### src/rtl/proj_pool_pkg.sv
// Shared types and game constants for the projectile pool.
package proj_pool_pkg;

  typedef struct packed {
    logic       active;
    logic [9:0] x;
    logic [9:0] y;
  } proj_t;

  localparam int         NP            = 15;
  localparam int         NPE           = 4;
  localparam logic [9:0] PROJ_X_SIZE   = 10'd3;
  localparam logic [9:0] PROJ_Y_SIZE   = 10'd8;
  localparam logic [9:0] PROJ_SPEED    = 10'd4;
  localparam logic [9:0] EPROJ_SPEED   = 10'd2;
  localparam int         FIRE_COOLDOWN = 8;
  localparam logic [9:0] Y_MAX         = 10'd479;

  // Width of a slot index; a single-slot pool still needs one bit.
  function automatic int idx_width(input int n);
    return (n > 1) ? $clog2(n) : 1;
  endfunction

endpackage

### src/rtl/proj_pool_if.sv
// Request, kill, pixel query and status bundle of one projectile pool.
//
// Fire handshake: fire_req is a request that may be held; fire_ack is
// combinational in the same cycle and means the request was taken at the
// next rising edge into slot fire_slot. There is no backpressure on the
// pool's outputs; hit_vld is a one-cycle command with no acknowledge.
interface proj_pool_if #(
  parameter int N = 15
);
  localparam int IW = (N > 1) ? $clog2(N) : 1;
  localparam int CW = $clog2(N + 1);

  logic              fire_req;
  logic [9:0]        fire_x;
  logic [9:0]        fire_y;
  logic              fire_ack;
  logic [IW-1:0]     fire_slot;
  logic              hit_vld;
  logic [IW-1:0]     hit_idx;
  logic [9:0]        DrawX;
  logic [9:0]        DrawY;
  logic              is_proj;
  logic [N-1:0]      proj_active;
  logic [10*N-1:0]   proj_x;
  logic [10*N-1:0]   proj_y;
  logic [CW-1:0]     active_count;
  logic              pool_full;

  modport master (
    output fire_req, fire_x, fire_y, hit_vld, hit_idx, DrawX, DrawY,
    input  fire_ack, fire_slot, is_proj, proj_active, proj_x, proj_y,
           active_count, pool_full
  );

  modport slave (
    input  fire_req, fire_x, fire_y, hit_vld, hit_idx, DrawX, DrawY,
    output fire_ack, fire_slot, is_proj, proj_active, proj_x, proj_y,
           active_count, pool_full
  );

endinterface

### src/rtl/proj_pool_slot.sv
// One projectile slot: load on fire, move once per frame, retire when it
// leaves the screen or is killed, and test the current pixel against it.
module proj_pool_slot
  import proj_pool_pkg::*;
#(
  parameter bit         DIR_UP = 1'b1,
  parameter logic [9:0] SPEED  = PROJ_SPEED,
  parameter logic [9:0] XSIZE  = PROJ_X_SIZE,
  parameter logic [9:0] YSIZE  = PROJ_Y_SIZE
) (
  input  logic       Clk,
  input  logic       Reset,
  input  logic       frame_tick,
  input  logic       load,
  input  logic [9:0] load_x,
  input  logic [9:0] load_y,
  input  logic       kill,
  input  logic [9:0] draw_x,
  input  logic [9:0] draw_y,
  output proj_t      state,
  output logic       hit
);

  logic [10:0] x_ext, y_ext, dx_ext, dy_ext;
  logic        retire;
  logic [9:0]  y_next;

  // Next position and off-screen test in 11 bits so nothing wraps.
  always_comb begin
    x_ext  = {1'b0, state.x};
    y_ext  = {1'b0, state.y};
    dx_ext = {1'b0, draw_x};
    dy_ext = {1'b0, draw_y};
    retire = 1'b0;
    y_next = state.y;
    if (DIR_UP) begin
      retire = y_ext < {1'b0, SPEED};
      y_next = state.y - SPEED;
    end else begin
      retire = (y_ext + {1'b0, SPEED} + {1'b0, YSIZE} - 11'd1) > {1'b0, Y_MAX};
      y_next = state.y + SPEED;
    end
    hit = state.active
        & (x_ext <= dx_ext) & (dx_ext < x_ext + {1'b0, XSIZE})
        & (y_ext <= dy_ext) & (dy_ext < y_ext + {1'b0, YSIZE});
  end

  // Slot register: load wins (only ever targets a free slot), then kill, then motion.
  always_ff @(posedge Clk or posedge Reset) begin
    if (Reset) begin
      state <= '0;
    end else if (load) begin
      state <= '{active: 1'b1, x: load_x, y: load_y};
    end else if (kill) begin
      state.active <= 1'b0;
    end else if (frame_tick && state.active) begin
      if (retire) state.active <= 1'b0;
      else        state.y      <= y_next;
    end
  end

endmodule

### src/rtl/proj_pool.sv
// Projectile pool: N slots, lowest-free allocation with a frame cooldown,
// per-frame motion, kill by index, pixel query and population status.
module proj_pool
  import proj_pool_pkg::*;
#(
  parameter int         N        = NP,
  parameter bit         DIR_UP   = 1'b1,
  parameter logic [9:0] SPEED    = PROJ_SPEED,
  parameter int         COOLDOWN = FIRE_COOLDOWN,
  parameter logic [9:0] XSIZE    = PROJ_X_SIZE,
  parameter logic [9:0] YSIZE    = PROJ_Y_SIZE
) (
  input  logic        Clk,
  input  logic        Reset,
  input  logic        frame_tick,
  proj_pool_if.slave  bus
);

  localparam int IW  = idx_width(N);
  localparam int CW  = $clog2(N + 1);
  localparam int CDW = (COOLDOWN > 0) ? $clog2(COOLDOWN + 1) : 1;

  proj_t            slot_q [N];
  logic [N-1:0]     active_vec, hit_vec, load_vec, kill_vec;
  logic [10*N-1:0]  x_vec, y_vec;
  logic             free_found;
  logic [IW-1:0]    free_idx;
  logic [CW-1:0]    count;
  logic             ack;
  logic [CDW-1:0]   cd;

  // Flatten slot state into the packed status vectors.
  always_comb begin
    active_vec = '0;
    x_vec      = '0;
    y_vec      = '0;
    for (int i = 0; i < N; i++) begin
      active_vec[i]     = slot_q[i].active;
      x_vec[10*i +: 10] = slot_q[i].x;
      y_vec[10*i +: 10] = slot_q[i].y;
    end
  end

  // Lowest-index free slot, from pre-edge state only (a same-cycle kill is not seen).
  always_comb begin
    free_found = 1'b0;
    free_idx   = '0;
    for (int i = 0; i < N; i++) begin
      if (!active_vec[i] && !free_found) begin
        free_found = 1'b1;
        free_idx   = IW'(i);
      end
    end
  end

  // Accept, per-slot load/kill strobes and population count.
  always_comb begin
    ack      = bus.fire_req & free_found & (cd == '0) & ~Reset;
    load_vec = '0;
    kill_vec = '0;
    count    = '0;
    for (int i = 0; i < N; i++) begin
      load_vec[i] = ack && (free_idx == IW'(i));
      kill_vec[i] = bus.hit_vld && (bus.hit_idx == IW'(i));
      count       = count + CW'(active_vec[i]);
    end
  end

  // Fire cooldown: reload on accept, otherwise count frames down to zero.
  always_ff @(posedge Clk or posedge Reset) begin
    if (Reset)                         cd <= '0;
    else if (ack)                      cd <= CDW'(COOLDOWN);
    else if (frame_tick && cd != '0)   cd <= cd - CDW'(1);
  end

  for (genvar g = 0; g < N; g++) begin : g_slot
    proj_pool_slot #(
      .DIR_UP (DIR_UP),
      .SPEED  (SPEED),
      .XSIZE  (XSIZE),
      .YSIZE  (YSIZE)
    ) u_slot (
      .Clk        (Clk),
      .Reset      (Reset),
      .frame_tick (frame_tick),
      .load       (load_vec[g]),
      .load_x     (bus.fire_x),
      .load_y     (bus.fire_y),
      .kill       (kill_vec[g]),
      .draw_x     (bus.DrawX),
      .draw_y     (bus.DrawY),
      .state      (slot_q[g]),
      .hit        (hit_vec[g])
    );
  end

  assign bus.fire_ack     = ack;
  assign bus.fire_slot    = ack ? free_idx : '0;
  assign bus.is_proj      = |hit_vec;
  assign bus.proj_active  = active_vec;
  assign bus.proj_x       = x_vec;
  assign bus.proj_y       = y_vec;
  assign bus.active_count = count;
  assign bus.pool_full    = ~free_found;

endmodule

### src/flat_wrapper.sv
// flat-port wrapper written by rule: the top's interface ports become plain ports
module proj_pool_flat import proj_pool_pkg::*;
#(
  parameter int         N        = NP,
  parameter bit         DIR_UP   = 1'b1,
  parameter logic [9:0] SPEED    = PROJ_SPEED,
  parameter int         COOLDOWN = FIRE_COOLDOWN,
  parameter logic [9:0] XSIZE    = PROJ_X_SIZE,
  parameter logic [9:0] YSIZE    = PROJ_Y_SIZE
)
  (Clk, Reset, frame_tick, bus_fire_req, bus_fire_x, bus_fire_y, bus_hit_vld, bus_hit_idx, bus_DrawX, bus_DrawY, bus_fire_ack, bus_fire_slot, bus_is_proj, bus_proj_active, bus_proj_x, bus_proj_y, bus_active_count, bus_pool_full);
  proj_pool_if #(.N(N)) bus_i ();
  input  logic Clk;
  input  logic Reset;
  input  logic frame_tick;
  input wire logic [$bits(bus_i.fire_req)-1:0] bus_fire_req;
  input wire logic [$bits(bus_i.fire_x)-1:0] bus_fire_x;
  input wire logic [$bits(bus_i.fire_y)-1:0] bus_fire_y;
  input wire logic [$bits(bus_i.hit_vld)-1:0] bus_hit_vld;
  input wire logic [$bits(bus_i.hit_idx)-1:0] bus_hit_idx;
  input wire logic [$bits(bus_i.DrawX)-1:0] bus_DrawX;
  input wire logic [$bits(bus_i.DrawY)-1:0] bus_DrawY;
  output wire logic [$bits(bus_i.fire_ack)-1:0] bus_fire_ack;
  output wire logic [$bits(bus_i.fire_slot)-1:0] bus_fire_slot;
  output wire logic [$bits(bus_i.is_proj)-1:0] bus_is_proj;
  output wire logic [$bits(bus_i.proj_active)-1:0] bus_proj_active;
  output wire logic [$bits(bus_i.proj_x)-1:0] bus_proj_x;
  output wire logic [$bits(bus_i.proj_y)-1:0] bus_proj_y;
  output wire logic [$bits(bus_i.active_count)-1:0] bus_active_count;
  output wire logic [$bits(bus_i.pool_full)-1:0] bus_pool_full;
  assign bus_i.fire_req = bus_fire_req;
  assign bus_i.fire_x = bus_fire_x;
  assign bus_i.fire_y = bus_fire_y;
  assign bus_i.hit_vld = bus_hit_vld;
  assign bus_i.hit_idx = bus_hit_idx;
  assign bus_i.DrawX = bus_DrawX;
  assign bus_i.DrawY = bus_DrawY;
  assign bus_fire_ack = bus_i.fire_ack;
  assign bus_fire_slot = bus_i.fire_slot;
  assign bus_is_proj = bus_i.is_proj;
  assign bus_proj_active = bus_i.proj_active;
  assign bus_proj_x = bus_i.proj_x;
  assign bus_proj_y = bus_i.proj_y;
  assign bus_active_count = bus_i.active_count;
  assign bus_pool_full = bus_i.pool_full;
  proj_pool #(.N(N), .DIR_UP(DIR_UP), .SPEED(SPEED), .COOLDOWN(COOLDOWN), .XSIZE(XSIZE), .YSIZE(YSIZE)) u_core (.Clk(Clk), .Reset(Reset), .frame_tick(frame_tick), .bus(bus_i));
endmodule
### config.mk
export PLATFORM = sky130hd
export DESIGN_NAME = proj_pool_flat
export DESIGN_NICKNAME = d
export VERILOG_FILES = /design/src/rtl/proj_pool_pkg.sv /design/src/rtl/proj_pool_if.sv /design/src/rtl/proj_pool_slot.sv /design/src/rtl/proj_pool.sv /design/src/flat_wrapper.sv
export SDC_FILE = /design/constraint.sdc
export NUM_CORES = 2
export LEC_CHECK = 0
export CORE_ASPECT_RATIO = 0.7
export CORE_MARGIN = 2
export CORE_UTILIZATION = 63
export DETAILED_ROUTE_END_ITERATION = 6
export HOLD_SLACK_MARGIN = 0.1
export PLACE_DENSITY_LB_ADDON = 0.1
export SYNTH_ARGS = -nofsm -noshare
export SYNTH_HDL_FRONTEND = slang
export SYNTH_SLANG_ARGS = --single-unit
### constraint.sdc
create_clock -name Clk -period 47 [get_ports Clk]
set_input_delay 11.75 -clock Clk [delete_from_list [all_inputs] [get_ports Clk]]
set_output_delay 11.75 -clock Clk [all_outputs]
set_load 0.05 [all_outputs]
==> impl_results.md <==
- GRT overflow: 0
- DR WL met3: 15400 um
- Relative slew slack: 0.153
- Routed wl met2: 47300 um
- GP Congestion: a little under 1
- Worst Hold Class: reg2reg
- Slew @ Worst Pin: approximately 1.3 ns
- Synth top area share: 0.266
- Ys async rst share: 1.00
- Number of core rows: between 60 and 70
- First-pass GRT wire length: about 170000 um
- Vias in the first global route: 28128
- Yosys warns: 0
- Via/cell ratio: between 6 and 7
- Average cell area after synthesis: around 9 um^2
- CTS Hold Bufs: 0
- Top cells by area, synth: ha_1 (27%), dfrtp_1 (25%), nand2_1 (4.4%)
- Fin nets: 4721
- CTS H-tree lvls: 2
- Fin util: 0.750
- TNS Setup: 0 ns
- Fmax: roughly 0.035 GHz
- Final setup fails: 0
- Worst clock skew: 0.0170 ns
- Vias after detailed routing: 30656
- Distinct cell type count after synthesis: just over 80
- Most frequent cells after synthesis: ha_1 (685), nand2_1 (373), dfrtp_1 (319), o21ai_0 (254), inv_1 (216)
- Die Wd: roughly 270 um
- M1 wire length: 48200 um
- Setup bufs post-CTS: 0
- Most frequent cell after synthesis: ha_1
- Top Ports: between 300 and 400
- Die height: 193 um
- Clock Sinks: 319
- CP arrival: between 15 and 20 ns
- Status: finished clean
- Gate Count Post-Synth: approximately 3600
- I/O Buffers: about 370
- Antenna viol nets, final: 0
- Startpoint Class: primary input
- Unrepaired setup endpoints after global routing: no
- Share of cells above drive strength 1: 0.0592
- Clk pin slew, worst setup/hold paths: roughly 0.06 ns
- Antenna violations before repair: 2
- Fin crit period: roughly 28 ns
- Slew Limit Fails: 0
- VDD IR max: roughly 0.062 mV
- CTS Buf Count: 36
- Pin count of the biggest net entering global routing: 73
- Starting density of the core: 0.636
- Final HPWL DP: just over 80000 um
- Max capacitance violation total: 0
- Prevailing post-synth register cell: dfrtp_1
- Tot GR Track Use: 0.431
- Critical path class: in2out
- WP data required: approximately 35 ns
- Initial drt markers: roughly 3900
- CP Capture Type: output port
- Number of synthesized register bits: between 300 and 400
- Clock Tree Buf Depth: 3
- CTS Root Buffer Type: clkbuf_16
- Seq/Total Area, Yosys: 0.248
- Power Density: just under 40 nW/um^2
- Die area: roughly 53000 um^2
- Final Hold Fails: 0
- Dominant cell type by area after synthesis: ha_1
- DR top layer: met4
- Wire per inst: 24.9 um
- Post-CTS sizing: 0
- CP Max Fanout: 16
- TritonCTS clock tree: done
- Area delta synth->final: 18.0%
- Syn nets: between 4000 and 5000
- Static leakage: 17.7 nW
- Post-Syn Area: around 32000 um^2
- Worst-Skew Late Latency: roughly 0.57 ns
- Final cycle utilization of the critical path: 0.604
- Core box area: 50600 um^2
- Final wirelength: between 100000 and 150000 um
- Post-synth EDFFs: 0
- Pre-antenna DRT Iters: 6
- DR DRC count: 0
-- critical path, cell delays in order --
cell and delay (ns):
clkdlybuf4s50_1 0.47, buf_4 0.36, inv_1 0.52, ha_1 0.49, a211oi_1 0.25, nor2_1 0.07, or3_1 0.31, o31a_1 0.31
a2111oi_0 0.77, a2111o_1 0.22, nor4_1 0.05, nand2_1 0.19, clkdlybuf4s50_1 0.83
-- state kept, by name (all words and copies together), names as in the netlist --
| register | count |
|---|---|
| u_core.g_slot.u_slot.state | 315 |
| u_core.cd | 4 |
-- final timing paths --
path	startpoint	end	slack, ns	depth (start not counted)
max in group asynchronous	Reset	u_core.g_slot[0].u_slot.state[2]$_DFFE_PP0P_	33.46	4
worst max-delay path	bus_DrawY[7]	bus_is_proj	18.63	13
worst min-delay path	u_core.cd[2]$_DFFE_PP0P_	u_core.cd[2]$_DFFE_PP0P_	0.51	1
worst max register to register	u_core.g_slot[0].u_slot.state[20]$_DFFE_PP0P_	u_core.g_slot[6].u_slot.state[0]$_DFFE_PP0P_	42.94	8
worst min register to register	u_core.cd[2]$_DFFE_PP0P_	u_core.cd[2]$_DFFE_PP0P_	0.51	1
min in group asynchronous	Reset	u_core.g_slot[2].u_slot.state[18]$_DFFE_PP0P_	11.63	2
-- layer usage --
| metal | vias to the layer above | GRT usage |
|---|---|---|
| met2 | 1866 | 0.620 |
| met4 | 0 | 0.184 |
| met1 | 14565 | 0.617 |
| met5 | - | 0 |
| met3 | 362 | 0.101 |
| li1 | 13863 | - |
-- power by group --
group	switching (mW)	internal, mW	leakage [nW]
clock network	0.129	0.172	0.585
registers	0.120	0.317	4.00
logic	0.451	0.283	13.1
-- through the flow --
stage	area, um^2	hold slack, ns	instances	setup WS (ns)	power (mW)
after global routing	37900	0.547	4676	18.66	1.55
after CTS	37900	0.515	4675	18.84	1.45
final	37900	0.514	4676	18.63	1.47
after detailed placement	36700	0.503	4614	18.86	1.15
after global placement	36700	0.496	4614	18.98	1.14
after floorplan	32200	0.468	3617	14.92	0.901
-- final cells by class --
cell class	count	area (um^2)
Multi-Input combinational cell	2970	22900
Inverter	216	818
Timing Repair Buffer	435	4200
Clock inverter	14	164
Fill cell	3829	12600
Sequential cell	319	7980
Tap cell	674	843
Antenna cell	1	2.50
Clock buffer	47	1030
-- logic make-up (layout without fill, tap and decap cells) --
group	Yosys count	in the layout	share of synthesized area
AO/OA/AOI/OAI	794	794	0.160
XOR/XNOR	279	279	0.0760
adder cells (fa/ha/maj)	694	694	0.272
buffers and inverters	328	712	0.0405
flip-flops	319	319	0.248
multiplexers	96	96	0.0349
other	0	1	0
AND/OR/NAND/NOR	1107	1107	0.169
-- layout by cell type (no fill, tap or decap), drive strengths merged, types with 47 or more instances in the layout --
| cell type | n |
|---|---|
| clkdlybuf4s50 | 374 |
| ha | 685 |
| xnor2 | 140 |
| mux2 | 94 |
| a21o | 53 |
| nand2 | 373 |
| and3 | 67 |
| o21ai | 257 |
| inv | 216 |
| xor2 | 139 |
| nor2 | 204 |
| buf | 61 |
| nor3 | 75 |
| nand4 | 65 |
| a21oi | 168 |
| nand3 | 116 |
| dfrtp | 319 |
| clkbuf | 47 |
No activity file was read; power rests on OpenSTA's default activity.
